## src/rtl/ghost_mode_pkg.sv

```systemverilog
// Shared definitions for the ghost mode scheduler: mode encoding, ghost
// indices and the scatter/chase phase table helpers.
package ghost_mode_pkg;

  typedef enum logic [1:0] {
    MODE_IDLE    = 2'b00,
    MODE_SCATTER = 2'b01,
    MODE_CHASE   = 2'b10,
    MODE_FRIGHT  = 2'b11
  } mode_e;

  localparam int GHOST_RED    = 0;
  localparam int GHOST_BLUE   = 1;
  localparam int GHOST_ORANGE = 2;
  localparam int NUM_GHOSTS   = 3;

  // Phase 5 is the open-ended chase; its timer never runs.
  localparam logic [2:0] LAST_PHASE = 3'd5;

  function automatic mode_e phase_mode(input logic [2:0] phase_idx);
    return phase_idx[0] ? MODE_CHASE : MODE_SCATTER;
  endfunction

endpackage

```

## src/rtl/ghost_eat_arbiter.sv

```systemverilog
// Collects caught ghosts into a pending mask and serves one bonus per cycle
// (red > blue > orange), doubling the bonus per catch up to 8x the base.
module ghost_eat_arbiter
  import ghost_mode_pkg::*;
#(
  parameter int BONUS_BASE = 10
) (
  input  logic                  Clk,
  input  logic                  Reset_n,
  input  logic                  clear,
  input  logic [NUM_GHOSTS-1:0] eat_hit,
  output logic [9:0]            score_to_reg,
  output logic                  Load_S
);

  logic [NUM_GHOSTS-1:0] pending_q, pending_d;
  logic [NUM_GHOSTS-1:0] cand, pick;
  logic [1:0]            eat_count_q, eat_count_d;
  logic [9:0]            score_d;
  logic                  load_d;

  // A fresh catch competes with older pending catches in the same cycle.
  always_comb begin
    cand = pending_q | eat_hit;
    pick = '0;
    if (cand[GHOST_RED])         pick[GHOST_RED]    = 1'b1;
    else if (cand[GHOST_BLUE])   pick[GHOST_BLUE]   = 1'b1;
    else if (cand[GHOST_ORANGE]) pick[GHOST_ORANGE] = 1'b1;
  end

  always_comb begin
    pending_d   = pending_q;
    eat_count_d = eat_count_q;
    score_d     = score_to_reg;
    load_d      = 1'b0;
    if (clear) begin
      pending_d   = '0;
      eat_count_d = '0;
    end else if (|cand) begin
      load_d    = 1'b1;
      score_d   = 10'(BONUS_BASE) << eat_count_q;
      pending_d = cand & ~pick;
      if (eat_count_q != 2'd3) eat_count_d = eat_count_q + 2'd1;
    end
  end

  always_ff @(posedge Clk or negedge Reset_n) begin
    if (!Reset_n) begin
      pending_q    <= '0;
      eat_count_q  <= '0;
      score_to_reg <= '0;
      Load_S       <= 1'b0;
    end else begin
      pending_q    <= pending_d;
      eat_count_q  <= eat_count_d;
      score_to_reg <= score_d;
      Load_S       <= load_d;
    end
  end

endmodule

```

## src/rtl/ghost_mode_scheduler.sv

```systemverilog
// Frame-driven ghost mode sequencer: scatter/chase phase walk, frightened
// override with its own timer, and hand-off of catches to the bonus arbiter.
//
// state        | meaning
// MODE_IDLE    | game not started or just restarted / life lost
// MODE_SCATTER | even phase, main timer counting down
// MODE_CHASE   | odd phase, timed in 1/3, unlimited in phase 5
// MODE_FRIGHT  | power pellet active, main timer frozen, saved_q holds return mode
module ghost_mode_scheduler
  import ghost_mode_pkg::*;
#(
  parameter int SCATTER_FRAMES = 420,
  parameter int CHASE_FRAMES   = 1200,
  parameter int FRIGHT_FRAMES  = 360,
  parameter int FLASH_FRAMES   = 120,
  parameter int BONUS_BASE     = 10
) (
  input  logic       Clk,
  input  logic       Reset_n,
  input  logic       frame_tick,
  input  logic       run,
  input  logic       restart,
  input  logic       lifeDown,
  input  logic       power_pellet,
  input  logic [2:0] ghost_eaten,
  output logic [1:0] mode,
  output logic [2:0] ghost_fright,
  output logic       fright_flash,
  output logic       reverse,
  output logic [2:0] phase,
  output logic [9:0] score_to_reg,
  output logic       Load_S
);

  localparam int MAX_SC     = (SCATTER_FRAMES > CHASE_FRAMES) ? SCATTER_FRAMES : CHASE_FRAMES;
  localparam int MAX_FRAMES = (MAX_SC > FRIGHT_FRAMES) ? MAX_SC : FRIGHT_FRAMES;
  localparam int TW         = $clog2(MAX_FRAMES + 1);

  typedef logic [TW-1:0] timer_t;

  function automatic timer_t phase_len(input logic [2:0] phase_idx);
    return phase_idx[0] ? timer_t'(CHASE_FRAMES) : timer_t'(SCATTER_FRAMES);
  endfunction

  mode_e      mode_q, mode_d, saved_q, saved_d, base_mode;
  logic [2:0] phase_q, phase_d;
  timer_t     main_q, main_d, fright_q, fright_d;
  logic [2:0] gf_q, gf_d, eat_hit;
  logic       flash_q, flash_d, rev_q, rev_d;
  logic       arb_clear, eat_en, tick_run;

  assign tick_run = frame_tick & run;

  always_comb begin
    mode_d    = mode_q;
    saved_d   = saved_q;
    phase_d   = phase_q;
    main_d    = main_q;
    fright_d  = fright_q;
    gf_d      = gf_q;
    rev_d     = 1'b0;
    arb_clear = 1'b0;
    eat_en    = 1'b1;
    base_mode = mode_q;
    if (restart || lifeDown) begin
      mode_d    = MODE_IDLE;
      saved_d   = MODE_IDLE;
      phase_d   = '0;
      main_d    = '0;
      fright_d  = '0;
      gf_d      = '0;
      arb_clear = 1'b1;
      eat_en    = 1'b0;
    end else begin
      case (mode_q)
        MODE_IDLE: begin
          if (run) begin
            mode_d  = MODE_SCATTER;
            phase_d = '0;
            main_d  = phase_len(3'd0);
          end
        end
        MODE_SCATTER, MODE_CHASE: begin
          if (tick_run && phase_q != LAST_PHASE) begin
            if (main_q <= timer_t'(1)) begin
              phase_d   = phase_q + 3'd1;
              main_d    = phase_len(phase_d);
              base_mode = phase_mode(phase_d);
              rev_d     = 1'b1;
            end else begin
              main_d = main_q - timer_t'(1);
            end
          end
          mode_d = base_mode;
          // A pellet landing on a phase boundary returns to the new phase.
          if (power_pellet) begin
            saved_d   = base_mode;
            mode_d    = MODE_FRIGHT;
            fright_d  = timer_t'(FRIGHT_FRAMES);
            gf_d      = '1;
            rev_d     = 1'b1;
            arb_clear = 1'b1;
            eat_en    = 1'b0;
          end
        end
        MODE_FRIGHT: begin
          if (power_pellet) begin
            fright_d  = timer_t'(FRIGHT_FRAMES);
            gf_d      = '1;
            arb_clear = 1'b1;
            eat_en    = 1'b0;
          end else if (tick_run && fright_q <= timer_t'(1)) begin
            mode_d    = saved_q;
            fright_d  = '0;
            gf_d      = '0;
            arb_clear = 1'b1;
            eat_en    = 1'b0;
          end else if (tick_run) begin
            fright_d = fright_q - timer_t'(1);
          end
        end
        default: ;
      endcase
    end
    eat_hit = eat_en ? (ghost_eaten & gf_q) : 3'b000;
    gf_d    = gf_d & ~eat_hit;
    flash_d = (mode_d == MODE_FRIGHT) && (fright_d <= timer_t'(FLASH_FRAMES));
  end

  always_ff @(posedge Clk or negedge Reset_n) begin
    if (!Reset_n) begin
      mode_q   <= MODE_IDLE;
      saved_q  <= MODE_IDLE;
      phase_q  <= '0;
      main_q   <= '0;
      fright_q <= '0;
      gf_q     <= '0;
      flash_q  <= 1'b0;
      rev_q    <= 1'b0;
    end else begin
      mode_q   <= mode_d;
      saved_q  <= saved_d;
      phase_q  <= phase_d;
      main_q   <= main_d;
      fright_q <= fright_d;
      gf_q     <= gf_d;
      flash_q  <= flash_d;
      rev_q    <= rev_d;
    end
  end

  ghost_eat_arbiter #(
    .BONUS_BASE(BONUS_BASE)
  ) u_eat_arbiter (
    .Clk         (Clk),
    .Reset_n     (Reset_n),
    .clear       (arb_clear),
    .eat_hit     (eat_hit),
    .score_to_reg(score_to_reg),
    .Load_S      (Load_S)
  );

  assign mode         = mode_q;
  assign phase        = phase_q;
  assign ghost_fright = gf_q;
  assign fright_flash = flash_q;
  assign reverse      = rev_q;

endmodule

```

## config.mk

```make
export PLATFORM = sky130hd
export DESIGN_NAME = ghost_mode_scheduler
export DESIGN_NICKNAME = d
export VERILOG_FILES = /design/src/rtl/ghost_mode_pkg.sv /design/src/rtl/ghost_eat_arbiter.sv /design/src/rtl/ghost_mode_scheduler.sv
export SDC_FILE = /design/constraint.sdc
export NUM_CORES = 1
export LEC_CHECK = 0
export CAP_MARGIN = 10
export CORE_ASPECT_RATIO = 1.1
export CORE_MARGIN = 1.5
export CORE_UTILIZATION = 40
export CTS_CLUSTER_DIAMETER = 30
export DETAILED_ROUTE_END_ITERATION = 10
export GPL_ROUTABILITY_DRIVEN = 1
export HOLD_SLACK_MARGIN = 0.06
export PLACE_DENSITY = 0.63
export SETUP_SLACK_MARGIN = 0.15
export SLEW_MARGIN = 20
export SYNTH_ARGS = -nofsm -noshare
export SYNTH_HDL_FRONTEND = slang
export SYNTH_SLANG_ARGS = --single-unit
```

## constraint.sdc

```tcl
create_clock -name Clk -period 5 [get_ports Clk]
set_input_delay 1 -clock Clk [delete_from_list [all_inputs] [get_ports Clk]]
set_output_delay 1 -clock Clk [all_outputs]
set_load 0.05 [all_outputs]
```

==> impl_metrics.tcl, run 1 <==
set metrics [dict create \
    initial_util 0.418 \
    clkSlewWorstSetupHoldPaths_ns 0.09 \
    grt.overflow.total 0 \
    final_area_mm2 0.00320 \
    die-width_um 82.6 \
    gp_congestion 0.927 \
    post-synth-top-area-fraction 0.404 \
    avgSynthCellArea_um2 8.45 \
    pre_cts_ws_ns 1.33 \
    finalSetupTns_ns 0 \
    vdd_drop_max_v 0.000126 \
    antennaDiodeCount 0 \
    synth_seq_area_share 0.404 \
    rsz_0062_raised_after_global_routing "no" \
    numPortBuffers 26 \
    crit_path_max_incr_delay_ns 0.77 \
    timing_endpoint_of_the_critical_path "u_eat_arbiter.score_to_reg[5]" \
    r2r-end "u_eat_arbiter.score_to_reg[5]" \
    timing.critical_path.slowest_stage_cell "clkdlybuf4s50_1" \
    power.switching_w 0.000267 \
    share_of_total_power_in_combinational_logic 0.216 \
    number_of_iterations_in_the_first_detailed_routing_pass 4 \
    latest_clock_arrival_within_the_worst_skew_pair_ns 0.31 \
    path_common_cell "nor2_1" \
    via_count 2594 \
    arrival_ns 3.58 \
    vias_in_the_first_global_route 2330 \
    timing.clock.skew_ns 0.0103 \
    cts_sinks 45 \
    synthDistinctLibCells 58 \
    tightestPinTransition_ns 0.848 \
    net_switching_fraction_of_the_power 0.336 \
    synth_top_cells_by_area "dfrtp_1 40%, nor2_1 7.0%, ha_1 5.4%, o21ai_0 4.7%, a21oi_1 4.1%" \
    post_cts.resized_instances 0 \
    worst_rel_slew_slack 0.429 \
    layoutNonFillerInstCount 436 \
    cp-end-kind "flop" \
    postSynthRegisterBits 45 \
    detail_route.drc_violations 0 \
    io-pin-count 31 \
    detailedRoute.firstIterationViolations 200 \
    synth-main-ff-cell "dfrtp_1" \
    p_int_w 0.000528 \
    post-route-min-period_ns 3.38 \
    h_tree_levels 2 \
    grt_max_degree 46 \
    timing.critical_path.from_type "primary input" \
    total_length_of_routed_wires_um 6750 \
    track_usage 0.194 \
    drv_cap 0 \
    clock_tree.buffer_depth 2 \
    postRouteAntennaNets 0 \
    leakagePower_nw 1.33 \
    grt_first_pass_wirelength_um 11300 \
    rows 31 \
    cts_tree "yes" \
    final_min_period_over_clock_period 0.675 \
    yosys.cell_count.top_type "nor2_1" \
    final_setup_violating_endpoints 0 \
    path_max_fanout 13 \
    cts.hold.buffers_added 0 \
    crit_required_ns 5.20 \
    via_per_inst 5.95 \
    synth.cell_area_mm2 0.00279 \
    grt_antenna_before_repair 0 \
    final.setup.worst_slack_ns 1.62 \
    synth_area_leader_cell "dfrtp_1" \
    logic_depth_of_the_worst_register_to_register_path 8 \
    power_density_mw_per_mm2 248 \
    place_hpwl_um 4740 \
    seq_power_share 0.482 \
    crit_path_cell_trace "clkdlybuf4s50_1 -> inv_2 -> nor2_1 -> nor2_1 -> o31ai_1 -> or2_1 -> mux2_2" \
    status "finished, final reports clean" \
    total_cts_buffers 5 \
    post_route_cells_drive_above_1_share 0.0819 \
    setup.reg_to_reg.worst_slack_ns 1.82 \
    clock_tree_root_buffer_cell "clkbuf_8" \
    slew_violations 0 \
    synth_top_cells_by_count "52 x nor2_1, 45 x dfrtp_1, 29 x nand2_1, 26 x o21ai_0, 23 x a21oi_1" \
    clkPwrFrac 0.302 \
    post_dp_cell_area_mm2 0.00311 \
    placed_cells_incl_taps 428 \
    cts.repair_timing.setup_buffer_count 0 \
    chipHeight_um 90.6 \
    detail_route.wl_per_cell_um 15.5 \
    floorplan.die_area_mm2 0.00748 \
    area_delta_synth_final_pct 14.9 \
    worst_setup_path_startpoint "power_pellet" \
    fin_hold_ws_ns 0.492 \
    hold_violations 0 \
    type_of_the_worst_setup_path "primary input to flop" \
    crit-reg2reg-launch "mode[1]" \
    synth_warnings 0 \
    netlist_instances 330 \
    maximum_frequency_from_static_timing_analysis_mhz 296 \
    nets 375 \
    core_region_area_mm2 0.00667 \
    hold_path_class "flop to flop" \
    synth-edff-count 0 \
    asyncSetResetFlopFracSynth 1.00 \
]
==> per-layer routing <==
| metal | share of wire | GRT usage |
|---|---|---|
| met5 | 0 | 0 |
| met4 | 0.022 | 0.0694 |
| met3 | 0.058 | 0.0343 |
| met2 | 0.46 | 0.293 |
| met1 | 0.47 | 0.275 |
==> layout by cell type, fill, tap and decap left out, types with 5 or more instances in the layout <==
| master | count |
|---|---|
| nor2_1 | 52 |
| dfrtp_1 | 45 |
| nand2_1 | 29 |
| o21ai_0 | 26 |
| clkdlybuf4s50_1 | 25 |
| a21oi_1 | 23 |
| inv_1 | 13 |
| nor3_1 | 13 |
| ha_1 | 12 |
| nor4_1 | 7 |
| nand3_1 | 6 |
| buf_4 | 6 |
| a31oi_1 | 5 |
| o22ai_1 | 5 |
| clkbuf_8 | 5 |
==> critical path: cells and delay by family <==
kind / cells / cell delay [ns]
buffers and inverters: 2 / 0.94
and+or+nand+nor: 3 / 0.74
muxes: 1 / 0.37
AOI/OAI and AO/OA: 1 / 0.52
==> worst min-delay path by stage <==
stage / cells past startpoint / slack (ns) / start / to
floorplan: 2 / 0.47 / main_q[10] / main_q[10]
global placement: 2 / 0.47 / u_eat_arbiter.score_to_reg[3] / u_eat_arbiter.score_to_reg[3]
detailed placement: 2 / 0.47 / u_eat_arbiter.score_to_reg[3] / u_eat_arbiter.score_to_reg[3]
CTS: 2 / 0.49 / u_eat_arbiter.score_to_reg[3] / u_eat_arbiter.score_to_reg[3]
global route: 1 / 0.55 / u_eat_arbiter.score_to_reg[1] / u_eat_arbiter.score_to_reg[1]
finish: 2 / 0.49 / u_eat_arbiter.score_to_reg[3] / u_eat_arbiter.score_to_reg[3]
==> layout make-up <==
type | instances | area (um2)
clock buffer | 5 | 68.8
clock inverter | 3 | 25.0
fill | 651 | 3470
inverter | 14 | 52.6
multi-input combinational | 256 | 1530
sequential | 45 | 1130
tap | 82 | 103
timing repair buffer | 31 | 295
==> power groups by stage <==
stage / clock network, W / registers, W / logic, W
CTS: 0.000249 / 0.000383 / 0.000170
finish: 0.000240 / 0.000383 / 0.000171
global route: 0.000262 / 0.000385 / 0.000189
detailed placement: 0 / 0.000390 / 0.000169
floorplan: 0 / 0.000405 / 0.000103
global placement: 0 / 0.000390 / 0.000170
==> cell families (layout without fill, tap and decap cells) <==
logic type	Yosys count	after routing	synth area share
simple gates	133	133	0.230
compound gates	100	100	0.234
flops	45	45	0.404
buf+inv	32	53	0.0507
fa+ha+maj	12	12	0.0539
mux	5	5	0.0197
xor+xnor	2	2	0.00628
other cells	1	4	0.00135
==> through the flow <==
step	total power (W)	utilization
after floorplan	0.000508	-
after global routing	0.000836	0.480
after CTS	0.000802	0.480
final	0.000794	0.480
after detailed placement	0.000559	0.465
after global placement	0.000560	0.465
No activity file was read; power rests on OpenSTA's default activity.
==> run 2, diff against run 1 <==
Settings changed: PLACE_DENSITY 0.63 to 0.65.
Clock period 5 ns to 3.08 ns, I/O delays scaled along.
==> run 2 against run 1 <==
  * Non-clock buffer count grew 9
  * First-iteration DRC count decreased by 38%
  * Cell area is 2.2% higher
  * Die area did not move
  * Sequential cell count unchanged
  * Routed wire length up 4.1%
==> impl_metrics.tcl, run 2 (same netlist as run 1, synthesis figures left out) <==
set metrics [dict create \
    status "finished, final reports clean" \
    finalSetupTns_ns 0 \
    detail_route.wl_per_cell_um 15.8 \
    nets 384 \
    timing.clock.skew_ns 0.00905 \
    crit_path_max_incr_delay_ns 0.51 \
    timing.critical_path.slowest_stage_cell "nor3b_1" \
    grt_use_met1 0.281 \
    cts_sinks 45 \
    global_route.usage.met3 0.0364 \
    place_hpwl_um 4980 \
    drv_cap 0 \
    gp_congestion 0.982 \
    grt_peak_use_layer "met2" \
    detail_route.drc_violations 0 \
    layout.cells.most_common_list "52 x nor2_1, 45 x dfrtp_1, 29 x nand2_1" \
    rows 31 \
    worst_rel_slew_slack 0.518 \
    post-route-min-period_ns 2.62 \
    crit_required_ns 3.24 \
    io-pin-count 31 \
    arrival_ns 2.78 \
    power_density_mw_per_mm2 400 \
    core_region_area_mm2 0.00667 \
    grt.overflow.total 0 \
    pre_cts_ws_ns 0.159 \
    vias_in_the_first_global_route 2402 \
    grt_first_pass_wirelength_um 11700 \
    post_route_cells_drive_above_1_share 0.105 \
    slew_violations 0 \
    number_of_iterations_in_the_first_detailed_routing_pass 4 \
    path_common_cell "a41oi_1" \
    latest_clock_arrival_within_the_worst_skew_pair_ns 0.30 \
    postRouteAntennaNets 0 \
    rsz_0062_raised_after_global_routing "no" \
    total_length_of_routed_wires_um 7030 \
    cp-end-kind "flop" \
    total_cts_buffers 5 \
    grt_antenna_before_repair 0 \
    leakagePower_nw 1.38 \
    grt_max_degree 46 \
    final_setup_violating_endpoints 0 \
    floorplan.die_area_mm2 0.00748 \
    clock_tree.buffer_depth 2 \
    tightestPinTransition_ns 0.718 \
    hold_violations 0 \
    layout_commonest_cell "nor2_1" \
    vdd_drop_max_v 0.000227 \
    fillers 662 \
    via_count 2559 \
    h_tree_levels 2 \
    clock_tree_root_buffer_cell "clkbuf_8" \
    path_max_fanout 15 \
    cts.hold.buffers_added 0 \
    final.setup.worst_slack_ns 0.457 \
    die-width_um 82.6 \
    track_usage 0.201 \
    cp_top_family "simple AND/OR/NAND/NOR gates" \
    numPortBuffers 26 \
    timing.critical_path.from_type "flop" \
    type_of_the_worst_setup_path "flop to flop" \
    area_delta_synth_final_pct 17.4 \
    crit_path_cell_trace "inv_1 -> ha_1 -> nor3b_1 -> buf_4 -> a41oi_1 -> a311oi_1 -> nor3_1 -> nand4b_1 -> a41oi_1" \
    detailedRoute.firstIterationViolations 125 \
    cts.repair_timing.setup_buffer_count 0 \
    clkSlewWorstSetupHoldPaths_ns 0.09 \
    antennaDiodeCount 0 \
    cts_tree "yes" \
    via_per_inst 5.75 \
    grt_use_met2 0.314 \
    hold_path_class "primary input to async pin" \
    initial_util 0.418 \
    chipHeight_um 90.6 \
    critical_path_buf_inv_count 2 \
    post_cts.resized_instances 0 \
    maximum_frequency_from_static_timing_analysis_mhz 381 \
    final_min_period_over_clock_period 0.852 \
]
[run 2: changes by cell type in the layout (fill, tap and decap cells not counted), sizes merged]
cell,change
clkinvlp,-1
clkinv,+1
inv,-1
clkbuf,+1
buf,+9
[run 2: metal layers]
layer  wire length [um]  vias to the layer above
li1                   -                     1254
met1               3390                     1221
met2               3270                       75
met3                283                        9
met4                 92                        0
met5                  0                        -
[run 2: through the flow]
stage	util	power (W)	hold slack [ns]	area, um2	cells
2_1_floorplan	-	0.000824	0.320	2800	333
3_3_place_gp	0.476	0.000927	0.476	3170	437
3_5_place_dp	0.476	0.000929	0.477	3170	437
4_1_cts	0.490	0.00132	0.499	3270	445
5_1_grt	0.490	0.00138	0.346	3270	445
6_report	0.490	0.00131	0.297	3270	445
[run 2: final timing paths]
check,startpoint,end,slack (ns),cells after the start
min in group Clk,u_eat_arbiter.score_to_reg[3],u_eat_arbiter.score_to_reg[3],0.49,2
max in group asynchronous,Reset_n,mode[1],2.38,1
min,Reset_n,fright_q[10],0.30,1
min reg2reg,u_eat_arbiter.score_to_reg[3],u_eat_arbiter.score_to_reg[3],0.49,2
max,mode[1],fright_flash,0.46,9
max reg2reg,mode[1],fright_flash,0.46,9
[run 2: final cells by class]
| class | instances | area [um2] | area share |
|---|---|---|---|
| Clock buffer | 6 | 82.6 | 0.0252 |
| Sequential cell | 45 | 1130 | 0.344 |
| Tap cell | 82 | 103 | 0.0314 |
| Inverter | 14 | 52.6 | 0.0161 |
| Timing Repair Buffer | 40 | 363 | 0.111 |
| Multi-Input combinational cell | 256 | 1530 | 0.468 |
| Clock inverter | 2 | 13.8 | 0.00421 |
[run 2: report_power, final]
part	switching [W]	total (W)	internal, W	leakage [nW]
logic	0.000199	0.000299	0.000101	0.707
registers	0.0000164	0.000622	0.000606	0.623
clock network	0.000207	0.000389	0.000182	0.0512
